`src/rtl/hardtanh_stream.sv`:
```
// Streaming two-stage hardtanh clamp with Q-format conversion and runtime bounds.
// Define HARDTANH_SAT_COUNT_EN to build the saturated-lane counter behind sat_count.
module hardtanh_stream #(
  parameter int DATA_IN_0_PRECISION_0       = 8,
  parameter int DATA_IN_0_PRECISION_1       = 4,
  parameter int DATA_IN_0_PARALLELISM_DIM_0 = 4,
  parameter int DATA_IN_0_PARALLELISM_DIM_1 = 1,
  parameter int DATA_OUT_0_PRECISION_0      = 8,
  parameter int DATA_OUT_0_PRECISION_1      = 4,
  parameter int DEFAULT_MAX_VAL             = 16,
  parameter int DEFAULT_MIN_VAL             = -16,
  parameter int SAT_CNT_WIDTH               = 16
) (
  input  logic                              clk,
  input  logic                              rst,
  input  logic [DATA_IN_0_PRECISION_0-1:0]  data_in_0 [DATA_IN_0_PARALLELISM_DIM_0*DATA_IN_0_PARALLELISM_DIM_1],
  input  logic                              data_in_0_valid,
  output logic                              data_in_0_ready,
  output logic [DATA_OUT_0_PRECISION_0-1:0] data_out_0 [DATA_IN_0_PARALLELISM_DIM_0*DATA_IN_0_PARALLELISM_DIM_1],
  output logic                              data_out_0_valid,
  input  logic                              data_out_0_ready,
  input  logic                              cfg_wr,
  input  logic [DATA_OUT_0_PRECISION_0-1:0] cfg_min,
  input  logic [DATA_OUT_0_PRECISION_0-1:0] cfg_max,
  output logic                              cfg_busy,
  output logic                              cfg_err,
  input  logic                              sat_count_clr,
  output logic [SAT_CNT_WIDTH-1:0]          sat_count
);

  localparam int N      = DATA_IN_0_PARALLELISM_DIM_0 * DATA_IN_0_PARALLELISM_DIM_1;
  localparam int WI     = DATA_IN_0_PRECISION_0;
  localparam int FI     = DATA_IN_0_PRECISION_1;
  localparam int WO     = DATA_OUT_0_PRECISION_0;
  localparam int FO     = DATA_OUT_0_PRECISION_1;
  localparam int LSH    = (FO >= FI) ? (FO - FI) : 0;
  localparam int RSH    = (FI > FO) ? (FI - FO) : 0;
  localparam int RSH_M1 = (RSH > 0) ? (RSH - 1) : 0;
  localparam int RND    = (RSH > 0) ? (1 << RSH_M1) : 0;
  localparam int W      = WI + LSH + 2;
  localparam int CW     = (W > WO) ? W : WO;

  typedef enum logic [0:0] {
    RUN   = 1'b0,
    DRAIN = 1'b1
  } state_t;

  // Sign-extend, then either scale up or round half-up while scaling down.
  function automatic logic signed [W-1:0] align_lane(input logic [WI-1:0] x);
    logic signed [W-1:0] v;
    v = W'($signed(x));
    v = v + W'(RND);
    v = v >>> RSH;
    v = v <<< LSH;
    return v;
  endfunction

  // Returns {saturated, value}; in-range values fit WO bits so truncation is exact.
  function automatic logic [WO:0] clamp_lane(input logic signed [W-1:0] v,
                                             input logic [WO-1:0] lo,
                                             input logic [WO-1:0] hi);
    logic signed [CW-1:0] ve;
    logic signed [CW-1:0] le;
    logic signed [CW-1:0] he;
    logic [WO:0]          res;
    ve = CW'(v);
    le = CW'($signed(lo));
    he = CW'($signed(hi));
    if (ve < le) begin
      res = {1'b1, lo};
    end else if (ve > he) begin
      res = {1'b1, hi};
    end else begin
      res = {1'b0, ve[WO-1:0]};
    end
    return res;
  endfunction

  state_t              state_r;
  logic                v1_r;
  logic                v2_r;
  logic signed [W-1:0] s1_r       [N];
  logic [WO-1:0]       min_r;
  logic [WO-1:0]       max_r;
  logic [WO-1:0]       pend_min_r;
  logic [WO-1:0]       pend_max_r;
  logic                rdy1_s;
  logic                rdy2_s;
  logic                accept_s;
  logic                empty_s;
  logic                cfg_bad_s;
  logic                cfg_ok_s;
  logic signed [W-1:0] align_s    [N];
  logic [WO-1:0]       clamp_s    [N];
  logic [N-1:0]        sat_s;

  assign rdy2_s           = ~v2_r | data_out_0_ready;
  assign rdy1_s           = ~v1_r | rdy2_s;
  assign data_in_0_ready  = rdy1_s & (state_r == RUN);
  assign accept_s         = data_in_0_valid & data_in_0_ready;
  assign data_out_0_valid = v2_r;
  assign empty_s          = ~v1_r & ~v2_r;
  assign cfg_bad_s        = $signed(cfg_min) > $signed(cfg_max);
  assign cfg_ok_s         = cfg_wr & ~cfg_bad_s;

  // Per-lane alignment of incoming data and clamping of stage-1 data.
  always_comb begin
    sat_s = {N{1'b0}};
    for (int i = 0; i < N; i++) begin
      align_s[i]              = align_lane(data_in_0[i]);
      {sat_s[i], clamp_s[i]}  = clamp_lane(s1_r[i], min_r, max_r);
    end
  end

  // Stage 1: aligned lanes.
  always_ff @(posedge clk or negedge rst) begin
    if (!rst) begin
      v1_r <= 1'b0;
      for (int i = 0; i < N; i++) s1_r[i] <= {W{1'b0}};
    end else if (rdy1_s) begin
      v1_r <= accept_s;
      if (accept_s) begin
        for (int i = 0; i < N; i++) s1_r[i] <= align_s[i];
      end
    end
  end

  // Stage 2: clamped lanes, driven straight onto the output.
  always_ff @(posedge clk or negedge rst) begin
    if (!rst) begin
      v2_r <= 1'b0;
      for (int i = 0; i < N; i++) data_out_0[i] <= {WO{1'b0}};
    end else if (rdy2_s) begin
      v2_r <= v1_r;
      if (v1_r) begin
        for (int i = 0; i < N; i++) data_out_0[i] <= clamp_s[i];
      end
    end
  end

  // Bounds update FSM: new bounds only take effect once both stages are empty.
  always_ff @(posedge clk or negedge rst) begin
    if (!rst) begin
      state_r    <= RUN;
      cfg_busy   <= 1'b0;
      cfg_err    <= 1'b0;
      min_r      <= WO'(DEFAULT_MIN_VAL);
      max_r      <= WO'(DEFAULT_MAX_VAL);
      pend_min_r <= WO'(DEFAULT_MIN_VAL);
      pend_max_r <= WO'(DEFAULT_MAX_VAL);
    end else begin
      cfg_err <= cfg_wr & cfg_bad_s;
      case (state_r)
        RUN: begin
          if (cfg_ok_s) begin
            pend_min_r <= cfg_min;
            pend_max_r <= cfg_max;
            state_r    <= DRAIN;
            cfg_busy   <= 1'b1;
          end
        end
        DRAIN: begin
          if (empty_s) begin
            min_r    <= cfg_ok_s ? cfg_min : pend_min_r;
            max_r    <= cfg_ok_s ? cfg_max : pend_max_r;
            state_r  <= RUN;
            cfg_busy <= 1'b0;
          end else if (cfg_ok_s) begin
            pend_min_r <= cfg_min;
            pend_max_r <= cfg_max;
          end
        end
        default: begin
          state_r  <= RUN;
          cfg_busy <= 1'b0;
        end
      endcase
    end
  end

`ifdef HARDTANH_SAT_COUNT_EN
  localparam int PW = $clog2(N + 1);

  logic [N-1:0]           sat2_r;
  logic [PW-1:0]          pop_s;
  logic [SAT_CNT_WIDTH:0] sum_s;

  // Saturation flags travel with stage 2.
  always_ff @(posedge clk or negedge rst) begin
    if (!rst) begin
      sat2_r <= {N{1'b0}};
    end else if (rdy2_s && v1_r) begin
      sat2_r <= sat_s;
    end
  end

  // Population count and saturating sum of the departing beat.
  always_comb begin
    pop_s = {PW{1'b0}};
    for (int i = 0; i < N; i++) pop_s = pop_s + PW'(sat2_r[i]);
    sum_s = {1'b0, sat_count} + (SAT_CNT_WIDTH + 1)'(pop_s);
  end

  // Counter: clear wins over an increment in the same cycle.
  always_ff @(posedge clk or negedge rst) begin
    if (!rst) begin
      sat_count <= {SAT_CNT_WIDTH{1'b0}};
    end else if (sat_count_clr) begin
      sat_count <= {SAT_CNT_WIDTH{1'b0}};
    end else if (v2_r && data_out_0_ready) begin
      sat_count <= sum_s[SAT_CNT_WIDTH] ? {SAT_CNT_WIDTH{1'b1}} : sum_s[SAT_CNT_WIDTH-1:0];
    end
  end
`else
  logic unused_s;
  assign unused_s  = sat_count_clr ^ (^sat_s);
  assign sat_count = {SAT_CNT_WIDTH{1'b0}};
`endif

endmodule

```
`config.mk`:
```
export PLATFORM = sky130hd
export DESIGN_NAME = hardtanh_stream
export DESIGN_NICKNAME = d
export VERILOG_FILES = /design/src/rtl/hardtanh_stream.sv
export SDC_FILE = /design/constraint.sdc
export NUM_CORES = 1
export LEC_CHECK = 0
export ABC_CLOCK_PERIOD_IN_PS = 2800
export BUFFER_PORTS_ARGS = -buffer_cell sky130_fd_sc_hd__buf_2
export CAP_MARGIN = 20
export CORE_ASPECT_RATIO = 1.2
export CORE_MARGIN = 2
export CORE_UTILIZATION = 50
export DETAILED_ROUTE_END_ITERATION = 16
export PLACE_DENSITY_LB_ADDON = 0.2
export SLEW_MARGIN = 0
export SYNTH_ARGS = -nofsm -noshare
export SYNTH_HDL_FRONTEND = slang
export SYNTH_SLANG_ARGS = --single-unit
export TNS_END_PERCENT = 10
```
`constraint.sdc`:
```
create_clock -name clk -period 2.8 [get_ports clk]
set_input_delay 0.56 -clock clk [delete_from_list [all_inputs] [get_ports clk]]
set_output_delay 0.56 -clock clk [all_outputs]
set_load 0.1 [all_outputs]
```
==> impl_metrics.csv, run 1 <==
group,metric,value,unit
floorplan,dieArea,13500,um^2
logic_synthesis,synth_top_area_cell,"dfrtp_1",
final_layout,area.growth.synth_to_final,15.5,%
logic_synthesis,syn_avg_cell_area,10.6,um^2
logic_synthesis,synth-main-ff-cell,"dfrtp_1",
timing,rsz0062_at_grt,"false",
global_route,gr-usage-all-layers,25.6,%
setup_path,crit_type,"register to register",
floorplan,die_h,127,um
timing,tightestPinTransition,0.909,ns
flow_run,cap_violations,0,
setup_path,end_kind,"register",
logic_synthesis,synth_top_area_share,36.1,%
route,drt_iter0_markers,261,
setup_path,cp_data_arrival_time,2.85,ns
timing,setup_tns,0,ns
logic_synthesis,synth.distinct_cells,49,
global_route,grt_pass1_wl,26500,um
final_layout,nets,816,
logic_synthesis,synth_edf_count,0,
timing,fin_crit,2.63,ns
floorplan,start_util,51.6,%
placement,port_buffers,88,
route,postRouteAntennaNets,0,
clock_tree,clock_latency,0.36,ns
setup_path,critPathLaunch,"max_r[5]",
timing,timing.final.ws_setup,0.175,ns
setup_path,rr_startpoint,"max_r[5]",
global_route,grt_max_degree,57,
logic_synthesis,syn-cell-area,6310,um^2
global_route,grt_pass1_vias,5070,
placement,place.gp.congestion,0.911,
logic_synthesis,yosys_warnings,0,
final_layout,drive_above_1_share,23.3,%
route,drtPass1Iterations,5,
timing,finClkSkew,0.0104,ns
setup_path,startpoint_type,"register",
setup_path,cp_max_fo,8,
global_route,grt-ovfl-total,0,
logic_synthesis,synthCells,594,
timing,hold_viol,0,
clock_tree,root_buffer,"clkbuf_16",
timing,fmax,0.381,GHz
logic_synthesis,synth_common_cells,"dfrtp_1, nand2_1, ha_1, mux2_1, nor2_1",
timing,slew-limit-headroom,39.1,%
timing,slew_viol_final,0,
route,vias,4928,
logic_synthesis,synthTopCellsByArea,"dfrtp_1, ha_1, mux2_1",
timing,period_share,93.8,%
min_path,hp-class,"input port to async pin",
logic_synthesis,ys_seq_area_share,40.2,%
logic_synthesis,async_flop_share,100,%
placement,dpl_worst_slack,0.131,ns
logic_synthesis,ys_ff_latch,101,
floorplan,dieWidth,107,um
global_route,antenna_found_initial,0,
floorplan,design.core.area,12200,um^2
placement,dp_hpwl,12600,um
setup_path,reg2reg_slack,0.17,ns
clock_tree,clkTransAtPathRegs,0.07,ns
setup_path,cp.required,3.02,ns
outcome,status,"completed",
clock_tree,cts_tree,"built",
floorplan,rows,44,
floorplan,io-pin-count,106,
route,wire_per_inst,19.4,um
route,drc,0,
clock_tree,clock_path_buffers,2,
clock_tree,clock_sink_count,101,
route,routed_via_density,5.73,
final_layout,stdcell_count,860,
timing,setup_viol,0,
route,wl,16700,um
placement,place_inst,844,
clock_tree,cts_max_level,3,
clock_tree,numCtsBuffers,9,
final_layout,antenna-diode-count,0,
logic_synthesis,yosysMostFrequentCell,"dfrtp_1",
-- area by class of cell --
type / count / area (um^2)
Inverter: 33 / 124
Multi-Input combinational cell: 442 / 3510
Sequential cell: 101 / 2540
Tap cell: 161 / 201
Fill cell: 1037 / 4930
Timing Repair Buffer: 107 / 598
Clock inverter: 4 / 56.3
Clock buffer: 12 / 256
-- registers in the layout, summed over array words and instances (netlist names), 8 cells and up --
| register | count |
|---|---|
| data_out_0 | 32 |
| s1_r | 32 |
| max_r | 8 |
| min_r | 8 |
| pend_max_r | 8 |
| pend_min_r | 8 |
-- cell families (layout without fill, tap and decap cells) --
family,Yosys count,in the layout,synth area share (%)
buffers and inverters,66,156,5.33
and+or+nand+nor,160,160,11.7
adders and majority gates,68,68,13.5
DFF,101,101,40.2
other,1,16,0.0594
muxes,81,81,14.4
AOI/OAI and AO/OA,117,117,14.8
-- cell usage in the layout, fill, tap and decap left out, types with 19 or more instances in the layout --
master   Yosys  routed
a31oi_1     19      19
ha_1        68      68
nor2_1      38      38
buf_2        5      87
mux2_1      38      38
mux2i_1     33      33
inv_1       32      32
buf_4       16      19
nand2_1     72      72
dfrtp_1     91      91
-- stage by stage --
stage	hold WS, ns	instance area (um^2)	utilization [%]
4_1_cts	0.239	7290	59.6
6_report	0.212	7290	59.6
3_5_place_dp	0.477	6970	57.1
2_1_floorplan	0.264	6380	-
5_1_grt	0.261	7290	59.6
3_3_place_gp	0.469	6970	57.1
-- critical path, cell delays in order, from the launching register on --
cell,delay (ns)
dfrtp_1,0.38
inv_1,0.22
ha_1,0.30
a21o_1,0.21
a2111oi_4,0.37
nor2_1,0.09
o311a_1,0.52
mux2i_1,0.30
o21ai_1,0.09
-- final timing paths --
kind	endpoint	cells past startpoint
worst max-delay path	data_out_0[28]	8
worst min-delay path	s1_r[11]	1
worst max register to register	data_out_0[28]	8
worst min register to register	min_r[5]	2
max in group asynchronous	min_r[2]	2
min in group clk	s1_r[4]	2
-- timing repair --
action,4_1_cts,5_1_grt
resized for setup,0,1
setup endpoints to repair,0,8
endpoints found under the hold margin,0,0
hold buffers,0,0
setup buffers,0,0
-- layer usage --
| metal | track usage [%] | wire length [um] | vias to the layer above |
|---|---|---|---|
| met2 | 43.1 | 8070 | 184 |
| li1 | - | - | 2332 |
| met4 | 11.4 | 697 | 0 |
| met5 | 0 | 0 | - |
| met3 | 5.31 | 966 | 34 |
| met1 | 31.7 | 6930 | 2378 |
Power of run 1 is left out: the tool's default activity adds up to more than one toggle a clock period on the data nets, which glitch-free logic cannot reach.
==> run 2, diff against run 1 <==
Settings changed: ABC_CLOCK_PERIOD_IN_PS 2800 to 2600, CELL_PAD_IN_SITES_DETAIL_PLACEMENT set to 0, CELL_PAD_IN_SITES_GLOBAL_PLACEMENT set to 1, CORE_UTILIZATION 50 to 45, RECOVER_POWER set to 50.
Clock period 2.8 ns to 2.6 ns, I/O delays scaled along.
==> run 2 against run 1 <==
  * The flow now finishes with violations (max-capacitance violations, max-slew violations)
  * Flip-flop and latch count stayed put
  * Critical path depth unchanged
  * Worst setup slack better by 0.0055 ns
  * Global-route usage is 2.4 points lower
  * First-iteration DRC count grew 6.5%
  * Worst hold slack improved by 0.17 ns
  * Register-to-register slack barely moved
  * Clock-buffer cell count unchanged
  * Via count down 1.9%
==> impl_metrics.csv, run 2 (synthesis results as in run 1) <==
group,metric,value,unit
placement,place.gp.congestion,0.868,
setup_path,cp_max_fo,8,
setup_path,crit_buf_inv,1,
timing,fmax,0.413,GHz
final_layout,antenna-diode-count,0,
timing,timing.final.ws_setup,0.180,ns
timing,period_share,93.1,%
flow_run,cap_violations,1,
clock_tree,cts_setup_buffers,0,
final_layout,area.growth.synth_to_final,16.5,%
min_path,hp-class,"input port to register",
setup_path,path_cells,"inv_1 > ha_1 > a21o_1 > a2111oi_4 > nor2_1 > o311a_1 > mux2i_1 > o21ai_1",
route,wire_per_inst,18.9,um
global_route,gr-usage-all-layers,23.2,%
outcome,failed_checks,"max-capacitance violations, max-slew violations",
global_route,grt_max_degree,35,
clock_tree,cts_max_level,3,
route,routed_via_density,5.49,
route,wl,16600,um
setup_path,cp.required,2.83,ns
placement,port_buffers,88,
floorplan,rows,47,
clock_tree,clock_path_buffers,2,
floorplan,io-pin-count,106,
route,drt_iter0_markers,278,
timing,finClkSkew,0.00798,ns
timing,slew_viol_final,34,
clock_tree,clock_latency,0.35,ns
global_route,grt_pass1_vias,4986,
timing,rsz0062_at_grt,"false",
floorplan,dieArea,15000,um^2
timing,setup_viol,0,
route,vias,4835,
timing,fin_crit,2.42,ns
setup_path,startpoint_type,"register",
placement,dp_hpwl,13300,um
clock_tree,clock_sink_count,101,
global_route,grt_pass1_wl,27000,um
floorplan,design.core.area,13800,um^2
clock_tree,cts.hold.buffers_added,0,
placement,dpl_worst_slack,0.0584,ns
timing,hold_viol,0,
final_layout,reg.largest.list,"data_out_0 x32, s1_r x32",
setup_path,cp_data_arrival_time,2.65,ns
final_layout,mostFrequentLayoutCells,"dfrtp_1, nand2_1, buf_2",
clock_tree,cts_resized,0,
final_layout,drive_above_1_share,21.5,%
floorplan,dieWidth,112,um
route,drc,0,
timing,slew-limit-headroom,-24.1,%
setup_path,critPathTopFamily,"compound AO/OA/AOI/OAI gates",
outcome,status,"finished, violations left",
timing,setup_tns,0,ns
setup_path,crit_type,"register to register",
floorplan,start_util,45.9,%
timing,tightestPinTransition,1.86,ns
route,postRouteAntennaNets,0,
setup_path,max_stage_delay,0.51,ns
clock_tree,root_buffer,"clkbuf_16",
floorplan,die_h,134,um
clock_tree,clkTransAtPathRegs,0.07,ns
global_route,antenna_found_initial,0,
final_layout,mostFrequentLayoutCell,"dfrtp_1",
global_route,grt-ovfl-total,0,
final_layout,nets,827,
clock_tree,cts_tree,"built",
route,drtPass1Iterations,4,
setup_path,slowest_stage,"o311a_1",
clock_tree,numCtsBuffers,9,
setup_path,end_kind,"register",
run 2: cell type report:
cell class                 count  area [um^2]
fill                        1248         6410
multi-input combinational    442         3510
sequential                   101         2540
timing repair buffer         118          676
clock buffer                  12          236
tap                          171          214
inverter                      33          124
clock inverter                 4         51.3
run 2: worst paths after layout:
path	startpoint	end	slack, ns	cells past startpoint
setup / recovery	max_r[5]	data_out_0[31]	0.18	8
hold / removal	data_in_0[19]	s1_r[23]	0.38	2
setup reg to reg	max_r[5]	data_out_0[31]	0.18	8
hold reg to reg	pend_min_r[7]	min_r[7]	0.48	2
max in group asynchronous	rst	max_r[4]	0.57	2
min in group asynchronous	rst	data_out_0[5]	0.68	1
run 2: metrics by stage:
step	hold slack (ns)	cells	util [%]	area (um^2)
floorplan	0.224	609	-	6380
global placement	0.470	865	51.5	7090
detailed placement	0.470	865	51.5	7090
CTS	0.120	881	53.6	7380
global route	0.379	881	53.4	7350
finish	0.380	881	53.4	7350
run 2: routing by layer:
layer  routed length, um  vias to the layer above  track usage, %
li1                    -                     2342               -
met4                 554                        0            9.21
met2                7960                      119            37.8
met1                7140                     2342            29.7
met3                 965                       32            5.73
met5                   0                        -               0
Power of run 2 is left out for the same reason.
==> run 3, diff against run 2 <==
Settings changed: REMOVE_ABC_BUFFERS set to 1.
==> run 3 against run 2 <==
  * The run now ends clean
  * Via count increased by 0.17%
  * Design area is 0.44% lower
  * Worst hold slack lost 0.015 ns
  * Clock-buffer cell count shrank 1
  * Cell count decreased by 0.91%
==> impl_metrics.csv, run 3 (synthesis results as in run 1) <==
group,metric,value,unit
global_route,grt_pass1_vias,5140,
clock_tree,cts_resized,0,
clock_tree,clkTransAtPathRegs,0.07,ns
timing,period_share,93.3,%
route,wire_per_inst,17.7,um
timing,rsz0062_at_grt,"false",
route,routed_via_density,5.55,
route,drc,0,
route,drt_iter0_markers,266,
global_route,grt_pass1_wl,25500,um
final_layout,mostFrequentLayoutCells,"dfrtp_1, nand2_1, buf_2",
clock_tree,cts.hold.buffers_added,0,
floorplan,io-pin-count,106,
min_path,hp-class,"input port to async pin",
timing,slew_viol_final,0,
outcome,status,"completed",
setup_path,end_kind,"register",
global_route,grt_max_degree,61,
final_layout,antenna-diode-count,0,
global_route,gr-usage-all-layers,21.5,%
floorplan,dieWidth,112,um
timing,setup_tns,0,ns
clock_tree,cts_tree,"built",
timing,fmax,0.412,GHz
setup_path,crit_type,"register to register",
final_layout,reg.largest.list,"data_out_0 x32, s1_r x32",
timing,hold_ws,0.365,ns
floorplan,design.core.area,13800,um^2
clock_tree,clock_sink_count,101,
clock_tree,clock_latency,0.35,ns
final_layout,area.growth.synth_to_final,15.9,%
placement,port_buffers,88,
placement,placed_cell_area,7020,um^2
final_layout,drive_above_1_share,21.2,%
setup_path,critPathTopFamily,"compound AO/OA/AOI/OAI gates",
final_layout,nets,819,
floorplan,rows,47,
clock_tree,root_buffer,"clkbuf_16",
route,vias,4843,
route,postRouteAntennaNets,0,
setup_path,cp.required,2.80,ns
placement,dp_hpwl,12100,um
timing,fin_crit,2.43,ns
final_layout,final_core_util,53.2,%
final_layout,stdcell_area,7320,um^2
flow_run,cap_violations,0,
clock_tree,numCtsBuffers,9,
clock_tree,cts_max_level,3,
floorplan,dieArea,15000,um^2
timing,slew-limit-headroom,22.3,%
floorplan,die_h,134,um
route,drtPass1Iterations,4,
final_layout,mostFrequentLayoutCell,"dfrtp_1",
clock_tree,cts_setup_buffers,0,
global_route,grt-ovfl-total,0,
setup_path,cp_max_fo,8,
clock_tree,clock_path_buffers,2,
setup_path,path_cells,"inv_1 > buf_4 > ha_1 > a21o_1 > a2111o_1 > o21ai_4 > mux2i_1 > a221oi_2",
global_route,antenna_found_initial,0,
final_layout,multi_input_area,3500,um^2
timing,setup_viol,0,
setup_path,slowest_stage,"a2111o_1",
placement,place.gp.congestion,0.791,
setup_path,max_stage_delay,0.45,ns
final_layout,fillers,1293,
timing,finClkSkew,0.00839,ns
floorplan,start_util,45.9,%
final_layout,seq_area,2540,um^2
timing,tightestPinTransition,1.17,ns
setup_path,startpoint_type,"register",
route,wl,15400,um
setup_path,crit_buf_inv,2,
setup_path,cp_data_arrival_time,2.62,ns
timing,hold_viol,0,
[run 3: changes by cell type in the layout (fill, tap and decap cells not counted), sizes merged]
cell    before  now
buf         98   91
bufinv       1    2
clkbuf      32   30
clkinv       3    2
inv         32   33
[run 3: stage by stage]
stage / setup slack [ns] / instances
after CTS: 0.173 / 873
after detailed placement: 0.0409 / 857
after global placement: 0.102 / 857
after global routing: 0.0292 / 873
after floorplan: -1.85 / 576
final: 0.174 / 873
[run 3: final cells by class]
class | count | share of cell area (%)
multi-input combinational | 442 | 47.8
sequential | 101 | 34.7
timing repair buffer | 110 | 8.31
inverter | 33 | 1.69
tap | 171 | 2.92
clock buffer | 11 | 3.45
clock inverter | 5 | 1.11
[run 3: worst paths after layout]
check / startpoint / to / slack [ns] / cells past startpoint
worst min-delay path: rst / data_out_0[22] / 0.37 / 1
min in group clk: data_in_0[6] / s1_r[6] / 0.38 / 2
worst min register to register: pend_min_r[7] / min_r[7] / 0.49 / 2
worst max register to register: max_r[5] / data_out_0[19] / 0.17 / 8
max in group asynchronous: rst / pend_max_r[1] / 0.76 / 2
worst max-delay path: max_r[5] / data_out_0[19] / 0.17 / 8
[run 3: worst reg2reg max path, stage by stage (launching register included)]
cell and delay (ns):
dfrtp_1 0.38, inv_1 0.11, buf_4 0.15, ha_1 0.24, a21o_1 0.19, a2111o_1 0.45
o21ai_4 0.37, mux2i_1 0.31, a221oi_2 0.09
[run 3: per-layer routing]
layer  part of all wire (%)  global-route usage, %
met5                      0                      0
met4                    2.2                   7.11
met3                    4.5                   4.23
met2                     52                   38.7
met1                     42                   25.6
Power of run 3 is left out for the same reason.
